<file path="src/rtl/booth_acc_pkg.sv">
// Shared types and defaults for the Booth product accumulator.
package booth_acc_pkg;

  typedef enum logic {
    ST_ACCUM = 1'b0,
    ST_HOLD  = 1'b1
  } state_t;

  localparam int DEF_PROD_W  = 8;
  localparam int DEF_ACC_W   = 10;
  localparam int DEF_N_TERMS = 4;

  // Counter width able to hold 0..n.
  function automatic int cnt_width(input int n);
    return $clog2(n + 1);
  endfunction

endpackage

</file>
<file path="src/rtl/booth_acc_add_unit.sv">
// Combinational accumulate step: acc + zext(product) with carry out of the
// accumulator MSB. Optional macro ACC_SATURATE_EN clamps the sum to all-ones
// on carry; otherwise the sum wraps modulo 2^ACC_W.
module booth_acc_add_unit #(
  parameter int PROD_W = 8,
  parameter int ACC_W  = 10
) (
  input  logic [ACC_W-1:0]  acc_i,
  input  logic [PROD_W-1:0] prod_i,
  output logic [ACC_W-1:0]  sum_o,
  output logic              carry_o
);

  // One extra bit above the wider operand catches every carry.
  localparam int SUM_W = ((ACC_W > PROD_W) ? ACC_W : PROD_W) + 1;

  logic [SUM_W-1:0] full_sum;

  assign full_sum = SUM_W'(acc_i) + SUM_W'(prod_i);
  assign carry_o  = |full_sum[SUM_W-1:ACC_W];

`ifdef ACC_SATURATE_EN
  // Once clamped, further nonzero products carry again and keep the clamp.
  assign sum_o = carry_o ? {ACC_W{1'b1}} : full_sum[ACC_W-1:0];
`else
  assign sum_o = full_sum[ACC_W-1:0];
`endif

endmodule

</file>
<file path="src/rtl/booth_product_accumulator.sv">
// Sums N_TERMS unsigned products into one ACC_W-bit result with a sticky
// overflow flag, presented on a valid/ready output. Two states: ACCUM takes
// products, HOLD presents the result. Build option: ACC_SATURATE_EN.
module booth_product_accumulator
  import booth_acc_pkg::*;
#(
  parameter int PROD_W  = DEF_PROD_W,
  parameter int ACC_W   = DEF_ACC_W,
  parameter int N_TERMS = DEF_N_TERMS
) (
  input  logic              clk,
  input  logic              rst,
  input  logic              clr,
  input  logic              in_valid,
  output logic              in_ready,
  input  logic [PROD_W-1:0] in_product,
  output logic              out_valid,
  input  logic              out_ready,
  output logic [ACC_W-1:0]  out_sum,
  output logic              out_ovf
);

  localparam int CNT_W = cnt_width(N_TERMS);
  localparam logic [CNT_W-1:0] CNT_LAST = CNT_W'(N_TERMS - 1);

  state_t            state_q, state_d;
  logic [ACC_W-1:0]  acc_q, acc_d;
  logic [CNT_W-1:0]  cnt_q, cnt_d;
  logic              ovf_q, ovf_d;
  logic [ACC_W-1:0]  out_sum_q, out_sum_d;
  logic              out_ovf_q, out_ovf_d;

  logic [ACC_W-1:0]  add_sum;
  logic              add_carry;

  booth_acc_add_unit #(
    .PROD_W (PROD_W),
    .ACC_W  (ACC_W)
  ) u_add (
    .acc_i   (acc_q),
    .prod_i  (in_product),
    .sum_o   (add_sum),
    .carry_o (add_carry)
  );

  assign in_ready  = (state_q == ST_ACCUM);
  assign out_valid = (state_q == ST_HOLD);
  assign out_sum   = out_sum_q;
  assign out_ovf   = out_ovf_q;

  // Next-state: clr beats transfers; the last product of a batch goes straight
  // to the output register and the running accumulator restarts from zero.
  always_comb begin
    state_d   = state_q;
    acc_d     = acc_q;
    cnt_d     = cnt_q;
    ovf_d     = ovf_q;
    out_sum_d = out_sum_q;
    out_ovf_d = out_ovf_q;
    if (clr) begin
      state_d = ST_ACCUM;
      acc_d   = '0;
      cnt_d   = '0;
      ovf_d   = 1'b0;
    end else if (state_q == ST_ACCUM) begin
      if (in_valid) begin
        if (cnt_q == CNT_LAST) begin
          out_sum_d = add_sum;
          out_ovf_d = ovf_q | add_carry;
          state_d   = ST_HOLD;
          acc_d     = '0;
          cnt_d     = '0;
          ovf_d     = 1'b0;
        end else begin
          acc_d = add_sum;
          ovf_d = ovf_q | add_carry;
          cnt_d = cnt_q + CNT_W'(1);
        end
      end
    end else begin
      if (out_ready) begin
        state_d = ST_ACCUM;
      end
    end
  end

  // State and datapath registers with synchronous reset.
  always_ff @(posedge clk) begin
    if (rst) begin
      state_q   <= ST_ACCUM;
      acc_q     <= '0;
      cnt_q     <= '0;
      ovf_q     <= 1'b0;
      out_sum_q <= '0;
      out_ovf_q <= 1'b0;
    end else begin
      state_q   <= state_d;
      acc_q     <= acc_d;
      cnt_q     <= cnt_d;
      ovf_q     <= ovf_d;
      out_sum_q <= out_sum_d;
      out_ovf_q <= out_ovf_d;
    end
  end

endmodule
</file>
<file path="config.mk">
export PLATFORM = sky130hd
export DESIGN_NAME = booth_product_accumulator
export DESIGN_NICKNAME = d
export VERILOG_FILES = /design/src/rtl/booth_acc_pkg.sv /design/src/rtl/booth_acc_add_unit.sv /design/src/rtl/booth_product_accumulator.sv
export SDC_FILE = /design/constraint.sdc
export NUM_CORES = 1
export LEC_CHECK = 0
export CORE_MARGIN = 4
export CORE_UTILIZATION = 51
export CTS_CLUSTER_DIAMETER = 100
export DETAILED_ROUTE_END_ITERATION = 10
export PLACE_DENSITY = 0.82
export SYNTH_ARGS = -nofsm -noshare
export SYNTH_HDL_FRONTEND = slang
export SYNTH_SLANG_ARGS = --single-unit
</file>
<file path="constraint.sdc">
create_clock -name clk -period 2.32 [get_ports clk]
set_input_delay 0.464 -clock clk [delete_from_list [all_inputs] [get_ports clk]]
set_output_delay 0.464 -clock clk [all_outputs]
set_load 0.02 [all_outputs]
</file>
---- Word-level counts from Yosys, hierarchy flattened ----
Cells that the tools add are included.
storage, ports and cells
  output and inout port bits .............. 13
  bits in registers ....................... 26
operators by class
  bitwise gates (word level) .............. 3
  reduce and logical (&&, ||, !) cells .... 3
  multiplexer cells ....................... 7
  equality and inequality tests ........... 1
  add/sub/neg operators ................... 2
operators with widths
  kind                   number
  $add A10 B8 Y11        1
  $mux W10               1
  $mux W1                5
  $reduce_and A4 Y1      1
  $add A3 B1 Y3 const B  1
  $eq A3 B2 Y1 const B   1
  $mux W3                1
  $not A1 Y1             2
  $reduce_and A2 Y1      1
  $reduce_or A2 Y1       1
  $or A1 B1 Y1           1

---- Logic depth before layout (Yosys ltp) ----
Gate-level depths: netlist (run 1).
  depth after elaboration ................. 4
  depth in mapped cells ................... 8

---- By module ----
Synthesis (run 1) repeated with hierarchy kept, for this count alone.
unflattened totals
  cell total of the unflattened synthesis .. 181
  area total of the unflattened synthesis .. 1466.4 sq um
modules (own cells, without submodules)
  module                     instances  cells an instance  sequential area each (sq um)  area an instance (sq um)
  booth_product_accumulator  1          120                520.5                         1031.0
  booth_acc_add_unit         1          61                 0.0                           435.4

---- Worst setup path before layout (run 1) ----
OpenSTA, ideal clock, no wires.
  path type ............................... input port to flip-flop
  from .................................... input in_product[0]
  to ...................................... register out_sum_q[8], in the netlist out_sum[8]
  data arrival time ....................... 2.068 ns
  path slack .............................. 0.178 ns
  required time ........................... 2.247 ns
  buffers on the path ..................... 0
  setup time .............................. 0.073 ns
  stages on the path ...................... 8
  cells stage by stage .................... ha_1 inv_1 fa_1 nand2b_1 a21oi_1 a211oi_1 or4_1 o211ai_2
between the ends
  cells in the longest elaborated chain, start to end .. 1
RTL lines
  what                  RTL line                          source
  from (decl)           booth_product_accumulator.sv:16   input logic [PROD_W-1:0] in_product,
  $add A10 B8 Y11       booth_acc_add_unit.sv:19          assign full_sum = SUM_W'(acc_i) + SUM_W'(prod_i);
  to (signal assigned)  booth_product_accumulator.sv:101  out_sum_q <= out_sum_d;
  to (decl)             booth_product_accumulator.sv:30   logic [ACC_W-1:0] out_sum_q, out_sum_d;
No other way between the ends.
A chain may end at the register's enable or synchronous reset.

---- Worst setup path in the final report (run 1) ----
Same ends and word-level chain as after synthesis.

==> summary.txt, run 1 <==
Outcome
  – Status: complete, no violations

Synthesis
  – Yosys reg bits: 26
  – Syn Area/Cell: between 8 and 9 um2
  – Post-synth EDFFs: 0
  – Syn Std Cell Area: about 1400 um2
  – Proportion of synthesized chip area in sequential cells: 38.3%
  – Synth Flop Type: dfxtp_1
  – Mapped Nets: 180
  – Synth cell types: 40
  – Post-Synthesis Cells: 157
  – Synth warn: 0
  – Async set-or-reset flop fraction in the synthesized netlist: 0%

Power and ir drop
  – PwrDens: slightly above 500 nW/um2
  – Comb pwr share: 16.2%
  – Share of total power in the clock network: about a third
  – Internal: 0.707 mW
  – Seq pwr share: 49.1%
  – Switching power: 0.228 mW
  – Switching Fraction: around 24%
  – Total Power: approximately 0.94 mW
  – Static leakage: about 0.76 nW
  – VDD IR max: about 0.43 mV

STA
  – Clock Skew: around 0.00079 ns
  – Period minus WS final: 2.21 ns
  – Rel. slew slack: between 70% and 80%
  – Final worst slack: between 0.1 and 0.15 ns
  – Fmax: around 0.45 GHz
  – Final setup fails: 0
  – Slew Limit Fails: 0
  – Final worst path period share: 95.2%
  – Final hold violations: 0
  – Setup TNS: 0 ns
  – Worst slew pin tran: 0.431 ns

Critical path
  – WP data arrival: 2.49 ns
  – CP max FO: 4
  – Delay-heaviest family, CP: simple AND/OR/NAND/NOR gates
  – Req. time, crit path: 2.60 ns
  – CP Cell Sequence: clkdlybuf4s50_1 -> ha_1 -> inv_1 -> fa_2 -> nand2b_1 -> a21oi_2 -> a211oi_1 -> or4_1 -> o211ai_2
  – Crit path max-delay cell type: clkdlybuf4s50_1
  – Critical path capture point type: flop
  – Crit-path max cell delay: between 0.4 and 0.5 ns
  – Worst Path Buf+Inv: 2
  – Crit path launch type: primary input
  – Crit Path Category: primary input to flop

Floorplanning
  – Full die area: between 3000 and 4000 um2
  – Core area: approximately 2500 um2
  – # rows: 18
  – Starting Density: 54.3%
  – Chip height: approximately 60 um
  – Ports: 26
  – Die X: approximately 60 um

Routing
  – Via count: around 1300
  – Via/cell ratio: 5.68
  – Detailed Route Iter0 Violations: 43
  – Wire per inst: ~15 um
  – Remaining antenna violation count: 0
  – WL final: between 3000 and 4000 um
  – Post-route DRC: 0
  – DR pass1 iterations: 4

Layout
  – Multi-input logic area: approximately 800 um2
  – Area Overhead vs Synth: 35.7%
  – Number of nets in the layout: 226
  – # fillers: between 150 and 200
  – Layout Cells excl Fill: around 230
  – N_diodes: 0
  – Reg area: between 500 and 600 um2
  – Share of layout cells above drive strength 1: 15.3%

Placed design
  – Setup slack at placement: -0.352 ns
  – Hpwl dp: ~2500 um
  – Port buffer count: 25
  – Inst Count DP: approximately 230
  – GP Congestion: just under 0.9

CTS
  – Num Clock Sinks: 26
  – TritonCTS Buffers: 3
  – Clk Latency, worst-skew pair: 0.33 ns
  – Hold buffer count at CTS: 0
  – CTS H-tree depth: 1
  – Reg clk slew, reported paths: approximately 0.15 ns
  – Clk buf depth: 2
  – Clock Tree Root: clkbuf_4
  – TritonCTS clock tree: done

Run
  – Maxcap violations: 0

GRT
  – Wire length of the first global-routing pass: 5640 um
  – Initial antenna violation count: 0
  – Vias in the first global route: between 1000 and 1500
  – Largest net degree at the start of global routing: 21
  – Global-route usage over all layers: around 21%
  – Total gr overflow: 0

Hold path
  – Hold Crit Class: flop to flop
==> worst register-to-register path: cells and delay by family (launching register included) <==
family | cells | cell delay (ns)
simple gates | 2 | 0.59
fa+ha+maj | 2 | 0.51
compound gates | 3 | 0.40
flops | 1 | 0.37
buf+inv | 1 | 0.06
==> flip-flops by register name (all words and copies together), names as in the netlist <==
| register | cells |
|---|---|
| acc_q | 10 |
| out_sum | 10 |
| cnt_q | 3 |
| out_ovf | 1 |
| out_valid | 1 |
| ovf_q | 1 |
==> cell families (layout without fill, tap and decap cells) <==
family / Yosys count / in the layout / share of synthesized area, %
compound gates: 43 / 43 / 21.4
flops: 26 / 26 / 38.3
fa+ha+maj: 10 / 10 / 9.77
buf+inv: 11 / 56 / 3.13
mux: 1 / 1 / 0.737
simple gates: 60 / 60 / 22.8
xor+xnor: 6 / 6 / 3.87
==> repair_timing <==
item | 4_1_cts | 5_1_grt
hold endpoints to repair | 0 | 0
pin swaps | 0 | 1
endpoints found under the setup margin | 1 | 5
gates cloned | 0 | 0
setup buffers | 0 | 0
resized for setup | 1 | 1
==> cell usage in the layout, fill, tap and decap left out, types with 2 or more instances in the layout <==
cell / n
buf_4: 21
ha_1: 9
nand3_1: 2
nor2_1: 16
a21oi_1: 16
xnor2_1: 4
inv_1: 5
nand2_1: 18
nand3b_1: 3
nand2b_1: 3
a211oi_1: 3
o21ai_1: 2
a22oi_1: 3
or4_1: 2
clkbuf_4: 3
a211o_1: 2
dfxtp_1: 26
nor2b_1: 2
a31oi_1: 2
or3_1: 3
a22o_1: 4
clkdlybuf4s50_1: 25
o211ai_1: 2
xor2_1: 2
nor3b_1: 2
a21o_1: 4
nand4b_1: 2
==> cells in the mapped netlist, types with 2 or more instances <==
cell | instances | share of area [%]
nand3_1 | 2 | 0.74
or4_1 | 2 | 1.1
dfxtp_1 | 26 | 38
a22o_1 | 4 | 2.6
a21o_1 | 4 | 2.2
a22oi_1 | 3 | 1.7
o211ai_1 | 2 | 1.1
nor2_1 | 16 | 4.4
inv_1 | 5 | 1.4
or3_1 | 3 | 1.4
ha_1 | 9 | 8.3
xor2_1 | 2 | 1.3
nand2_1 | 18 | 5.0
a211oi_1 | 3 | 1.7
xnor2_1 | 4 | 2.6
o21ai_1 | 2 | 0.74
a31oi_1 | 2 | 0.92
nor2b_1 | 2 | 0.92
nand3b_1 | 3 | 1.7
a211o_1 | 2 | 1.3
a21oi_1 | 17 | 6.3
nand4b_1 | 2 | 1.3
clkbuf_1 | 4 | 1.1
nor3b_1 | 2 | 1.1
nand2b_1 | 3 | 1.4
==> routing by layer <==
layer | GRT usage, % | routed length [um]
met1 | 26.6 | 1440
met2 | 35.6 | 1710
met3 | 3.05 | 194
met4 | 6.96 | 46
met5 | 0 | 0
==> through the flow <==
stage / utilization (%) / instance area, um2 / hold slack (ns)
floorplan: - / 1360 / 0.420
global placement: 71.3 / 1780 / 0.434
CTS: 73.6 / 1840 / 0.463
detailed placement: 71.3 / 1780 / 0.441
finish: 73.7 / 1840 / 0.461
global route: 73.7 / 1840 / 0.501
==> path summary, 6_finish.rpt <==
check | start | end | slack (ns) | cells after the start
setup / recovery | in_product[0] | out_sum[8] | 0.11 | 9
hold reg to reg | cnt_q[2] | cnt_q[2] | 0.46 | 2
hold / removal | cnt_q[2] | cnt_q[2] | 0.46 | 2
setup reg to reg | acc_q[0] | out_sum[8] | 0.32 | 8
==> power groups by stage <==
stage          registers, mW  clock network [mW]  logic (mW)
5_1_grt                0.460               0.342       0.167
4_1_cts                0.459               0.321       0.151
3_3_place_gp           0.468                   0       0.143
2_1_floorplan          0.467                   0      0.0826
3_5_place_dp           0.469                   0       0.147
6_report               0.459               0.324       0.152
==> final cells by class <==
cell class,count,area share [%]
multi-input cells,120,43.5
flip-flops and latches,26,28.3
repair buffers,46,22.1
well taps,30,2.04
clock inverters,1,1.63
clock buffers,3,1.22
inverters,6,1.22
No activity file was read; power rests on OpenSTA's default activity.
==> inputs of run 2 (changes only) <==
Settings changed: PLACE_DENSITY 0.82 to 0.78.
==> summary.txt, run 2 (synthesis gave the netlist of run 1 again) <==
Outcome
  – Status: complete, no violations

Routing
  – Wire per inst: 14.7 um (+0.72%)
  – Post-route DRC: 0 (unchanged)
  – Detailed Route Iter0 Violations: 43 (unchanged)
  – Via count: 1281 (-2.7%)
  – Via/cell ratio: 5.57 (-1.9%)
  – Remaining antenna violation count: 0 (unchanged)
  – WL final: 3380 um (-0.15%)
  – DR pass1 iterations: 4 (unchanged)

Power and ir drop
  – Switching power: 0.219 mW (-4.1%)
  – Static leakage: 0.751 nW (-1.7%)
  – Seq pwr share: 49.7% (+0.6 points)
  – PwrDens: 501 nW/um2 (-1.3%)
  – Comb pwr share: 16.3% (about the same)
  – Share of total power in the clock network: 34.0% (-0.7 points)
  – Switching Fraction: 23.7% (-0.71 points)
  – Total Power: 0.923 mW (-1.3%)
  – VDD IR max: 0.436 mV (+2.3%)
  – Internal: 0.705 mW (-0.32%)

Critical path
  – Req. time, crit path: 2.58 ns (-0.02 ns)
  – Critical path capture point type: flop
  – Crit Path Category: primary input to flop
  – WP data arrival: 2.51 ns (+0.02 ns)
  – CP max FO: 4 (unchanged)
  – Crit path launch type: primary input

STA
  – Setup TNS: 0 ns (unchanged)
  – Worst slew pin tran: 0.510 ns (+0.0790 ns)
  – Final worst path period share: 97.0% (+1.9 points)
  – Period minus WS final: 2.25 ns (+0.0431 ns)
  – Fin Hold WS: 0.459 ns (-0.00218 ns)
  – Final setup fails: 0 (unchanged)
  – Clock Skew: 0.00886 ns (+0.00807 ns)
  – Slew Limit Fails: 0 (unchanged)
  – Fmax: 0.444 GHz (-1.9%)
  – RSZ-0062 raised after global routing: yes
  – Final hold violations: 0 (unchanged)
  – Rel. slew slack: 65.9% (-5.3 points)

Placed design
  – GP Congestion: 0.836 (-6.4%)
  – Dpl cell area: 1770 um2 (-0.84%)
  – Port buffer count: 25 (unchanged)
  – Inst Count DP: 226 (-0.88%)
  – Hpwl dp: 2640 um (+4.9%)

Floorplanning
  – Chip height: 59.6 um (unchanged)
  – # rows: 18 (unchanged)
  – Ports: 26 (unchanged)
  – Starting Density: 54.3% (unchanged)
  – Core area: 2500 um2 (unchanged)
  – Die X: 59.6 um (unchanged)
  – Full die area: 3550 um2 (unchanged)

CTS
  – TritonCTS Buffers: 3 (unchanged)
  – Clock Tree Root: clkbuf_4
  – CTS H-tree depth: 1 (unchanged)
  – Hold buffer count at CTS: 0 (unchanged)
  – Num Clock Sinks: 26 (unchanged)
  – Clk buf depth: 2 (unchanged)
  – Clk Latency, worst-skew pair: 0.33 ns (about the same)
  – Reg clk slew, reported paths: 0.15 ns (about the same)
  – TritonCTS clock tree: done

GRT
  – Vias in the first global route: 1330 (+4.4%)
  – Wire length of the first global-routing pass: 5800 um (+2.8%)
  – Global-route usage over all layers: 21.5% (+0.71 points)
  – Total gr overflow: 0 (unchanged)
  – Largest net degree at the start of global routing: 21 (unchanged)
  – Initial antenna violation count: 0 (unchanged)

Layout
  – Area Overhead vs Synth: 35.7% (unchanged)
  – Commonest cells after routing, fill and taps aside: dfxtp_1, clkdlybuf4s50_1, buf_4
  – Layout Cells excl Fill: 230 (-0.86%)
  – Design area: 1840 um2 (unchanged)
  – Share of layout cells above drive strength 1: 16.0% (+0.65 points)
  – Commonest non-fill, non-tap cell in the layout: dfxtp_1
  – Number of nets in the layout: 224 (-0.88%)
  – N_diodes: 0 (unchanged)

Run
  – Maxcap violations: 0 (unchanged)

Hold path
  – Hold Crit Class: flop to flop
-- run 2: cell count changes in the layout (fill, tap and decap cells not counted), sizes merged --
cell  delta
buf      -2
-- run 2: layer usage --
| metal | routed length (um) | up-vias | GRT usage [%] | part of all wire [%] |
|---|---|---|---|---|
| li1 | - | 646 | - | - |
| met1 | 1430 | 605 | 24.6 | 42 |
| met2 | 1780 | 26 | 38.1 | 53 |
| met3 | 132 | 4 | 4.58 | 3.9 |
| met4 | 42 | 0 | 9.49 | 1.2 |
| met5 | 0 | - | 0 | 0 |
-- run 2: metrics by stage --
| stage | utilization (%) | setup WS (ns) |
|---|---|---|
| after floorplan | - | 0.178 |
| after global placement | 70.7 | -0.231 |
| after detailed placement | 70.7 | -0.308 |
| after CTS | 72.8 | 0.0368 |
| after global routing | 73.7 | -0.0190 |
| final | 73.7 | 0.0690 |
-- run 2: critical path, stage by stage --
cell and delay (ns):
clkdlybuf4s50_1 0.46, ha_2 0.17, inv_1 0.06, fa_2 0.34
nand2b_1 0.16, a21oi_2 0.11, buf_4 0.14, a211oi_1 0.08
or4_1 0.43, o211ai_2 0.10
-- run 2: area by class of cell --
cell class | count | area [um2]
Clock buffer | 3 | 22.5
Clock inverter | 1 | 30.0
Fill cell | 201 | 658
Inverter | 6 | 22.5
Multi-Input combinational cell | 120 | 816
Sequential cell | 26 | 520
Tap cell | 30 | 37.5
Timing Repair Buffer | 44 | 393
-- run 2: what timing repair did --
action | 4_1_cts | 5_1_grt
setup endpoints to repair | 0 | 6
gates resized for setup | 0 | 5
setup buffers | 0 | 0
-- run 2: power by group through the flow --
stage          Combinational [mW]  Clock [mW]  Sequential (mW)
2_1_floorplan              0.0826           0            0.467
3_3_place_gp                0.140           0            0.468
3_5_place_dp                0.145           0            0.469
4_1_cts                     0.147       0.321            0.459
5_1_grt                     0.165       0.341            0.460
6_report                    0.150       0.314            0.459
-- run 2: worst paths after layout --
path / startpoint / slack (ns) / cells after the start / to
hold reg to reg: cnt_q[2] / 0.46 / 2 / cnt_q[2]
setup / recovery: in_product[0] / 0.07 / 10 / out_sum[8]
hold / removal: cnt_q[2] / 0.46 / 2 / cnt_q[2]
setup reg to reg: acc_q[0] / 0.29 / 9 / out_sum[8]
==> inputs of run 3 (changes only) <==
Settings changed: CORE_UTILIZATION 51 to 55, PLACE_DENSITY 0.78 to 0.83.
Clock period 2.32 ns to 2.6 ns, I/O delays scaled along.
==> summary.txt, run 3 (synthesis gave the netlist of run 1 again) <==
STA
  – Rel. slew slack: 71.0% (+5.1 points)
  – Fin Hold WS: 0.463 ns (+0.00481 ns)
  – Worst slew pin tran: 0.433 ns (-0.0768 ns)
  – Setup TNS: 0 ns (unchanged)
  – Fmax: 0.412 GHz
  – Final hold violations: 0 (unchanged)
  – Final worst slack: 0.172 ns (+0.103 ns)
  – Slew Limit Fails: 0 (unchanged)
  – Period minus WS final: 2.43 ns
  – Final worst path period share: 93.4%
  – Final setup fails: 0 (unchanged)
  – Clock Skew: 0.00896 ns (+0.000108 ns)
  – RSZ-0062 raised after global routing: no

Floorplanning
  – # rows: 17 (-1)
  – Ports: 26 (unchanged)
  – Core area: 2280 um2 (-9.0%)
  – Die X: 57.7 um (-3.2%)
  – Starting Density: 59.6% (+5.3 points)
  – Full die area: 3330 um2 (-6.3%)
  – Chip height: 57.7 um (-3.2%)

Layout
  – N_diodes: 0 (unchanged)
  – Commonest cells after routing, fill and taps aside: dfxtp_1, clkdlybuf4s50_1, nand2_1
  – # fillers: 167 (-17%)
  – Commonest non-fill, non-tap cell in the layout: dfxtp_1
  – Area Overhead vs Synth: 29.5%
  – Share of layout cells above drive strength 1: 9.90% (-6.1 points)
  – Design area: 1760 um2 (-4.6%)
  – Number of nets in the layout: 216 (-3.6%)

Power and ir drop
  – VDD IR max: 0.365 mV (-16%)
  – Switching power: 0.191 mW (-13%)
  – Total Power: 0.812 mW (-12%)
  – Switching Fraction: 23.5% (-0.22 points)
  – Seq pwr share: 50.4% (+0.7 points)
  – Internal: 0.621 mW (-12%)
  – Static leakage: 0.715 nW (-4.8%)
  – Comb pwr share: 15.2% (-1.1 points)
  – Share of total power in the clock network: 34.3% (+0.3 points)
  – PwrDens: 462 nW/um2 (-7.9%)

CTS
  – Clock Tree Root: clkbuf_4
  – Clk buf depth: 2 (unchanged)
  – Hold buffer count at CTS: 0 (unchanged)
  – CTS H-tree depth: 1 (unchanged)
  – TritonCTS clock tree: done
  – Post CTS Setup Buffer Count: 0 (unchanged)
  – Reg clk slew, reported paths: 0.15 ns (about the same)
  – Num Clock Sinks: 26 (unchanged)
  – Clk Latency, worst-skew pair: 0.33 ns (about the same)
  – TritonCTS Buffers: 3 (unchanged)
  – # resized after CTS: 0 (unchanged)

GRT
  – Vias in the first global route: 1242 (-6.6%)
  – Global-route usage over all layers: 19.9% (-1.6 points)
  – Wire length of the first global-routing pass: 5230 um (-9.8%)
  – Initial antenna violation count: 0 (unchanged)
  – Total gr overflow: 0 (unchanged)
  – Largest net degree at the start of global routing: 21 (unchanged)

Placed design
  – Port buffer count: 25 (unchanged)
  – Dpl cell area: 1710 um2 (-3.5%)
  – Hpwl dp: 2470 um (-6.4%)
  – GP Congestion: 0.836 (about the same)
  – Setup slack at placement: -0.152 ns (+0.155 ns)

Critical path
  – Req. time, crit path: 2.86 ns (+0.28 ns)
  – CP max FO: 4 (unchanged)
  – Crit path launch type: primary input
  – WP data arrival: 2.69 ns (+0.18 ns)
  – Crit Path Category: primary input to flop
  – Critical path capture point type: flop

Routing
  – WL final: 3060 um (-9.5%)
  – Post-route DRC: 0 (unchanged)
  – Wire per inst: 13.9 um (-5.3%)
  – DR pass1 iterations: 4 (unchanged)
  – Via/cell ratio: 5.74 (+3.1%)
  – Detailed Route Iter0 Violations: 49 (+14%)
  – Remaining antenna violation count: 0 (unchanged)
  – Via count: 1263 (-1.4%)

Outcome
  – Status: complete, no violations

Hold path
  – Hold Crit Class: flop to flop

Run
  – Maxcap violations: 0 (unchanged)
==> run 3: metrics by stage <==
step                utilization, %  cells
finish                        77.2    220
global route                  77.2    220
CTS                           77.2    220
detailed placement            74.9    216
global placement              74.9    216
floorplan                        -    157
==> run 3: path summary, 6_finish.rpt <==
path / start / to / slack [ns] / cells past startpoint
setup reg to reg: acc_q[0] / out_sum[8] / 0.46 / 8
hold / removal: out_sum[4] / out_sum[4] / 0.46 / 2
setup / recovery: in_product[0] / out_sum[8] / 0.17 / 9
hold reg to reg: out_sum[4] / out_sum[4] / 0.46 / 2
==> run 3: final cells by class <==
cell class                 count  area [um2]  share of cell area, %
tap                           28        35.0                   1.99
inverter                       6        22.5                   1.28
clock inverter                 1        30.0                   1.71
clock buffer                   3        22.5                   1.28
sequential                    26         520                   29.6
timing repair buffer          36         333                   18.9
multi-input combinational    120         795                   45.2
==> run 3: worst max-delay path: stages <==
cell and delay, ns:
clkdlybuf4s50_1 0.46, ha_1 0.16, inv_1 0.06, fa_1 0.41, nand2b_1 0.17, a21oi_1 0.26, a211oi_1 0.14, or4_1 0.43
o211ai_2 0.08
==> run 3: power groups by stage <==
stage / combinational (mW) / sequential [mW] / clock, mW
floorplan: 0.0737 / 0.417 / 0
global placement: 0.118 / 0.418 / 0
detailed placement: 0.122 / 0.418 / 0
CTS: 0.123 / 0.410 / 0.287
global route: 0.136 / 0.410 / 0.303
finish: 0.124 / 0.410 / 0.279
==> run 3: layer usage <==
metal | track usage, % | wire, um | up-vias
li1 | - | - | 632
met1 | 23.9 | 1360 | 580
met2 | 35.2 | 1450 | 42
met3 | 3.56 | 187 | 9
met4 | 7.28 | 64 | 0
met5 | 0 | 0 | -
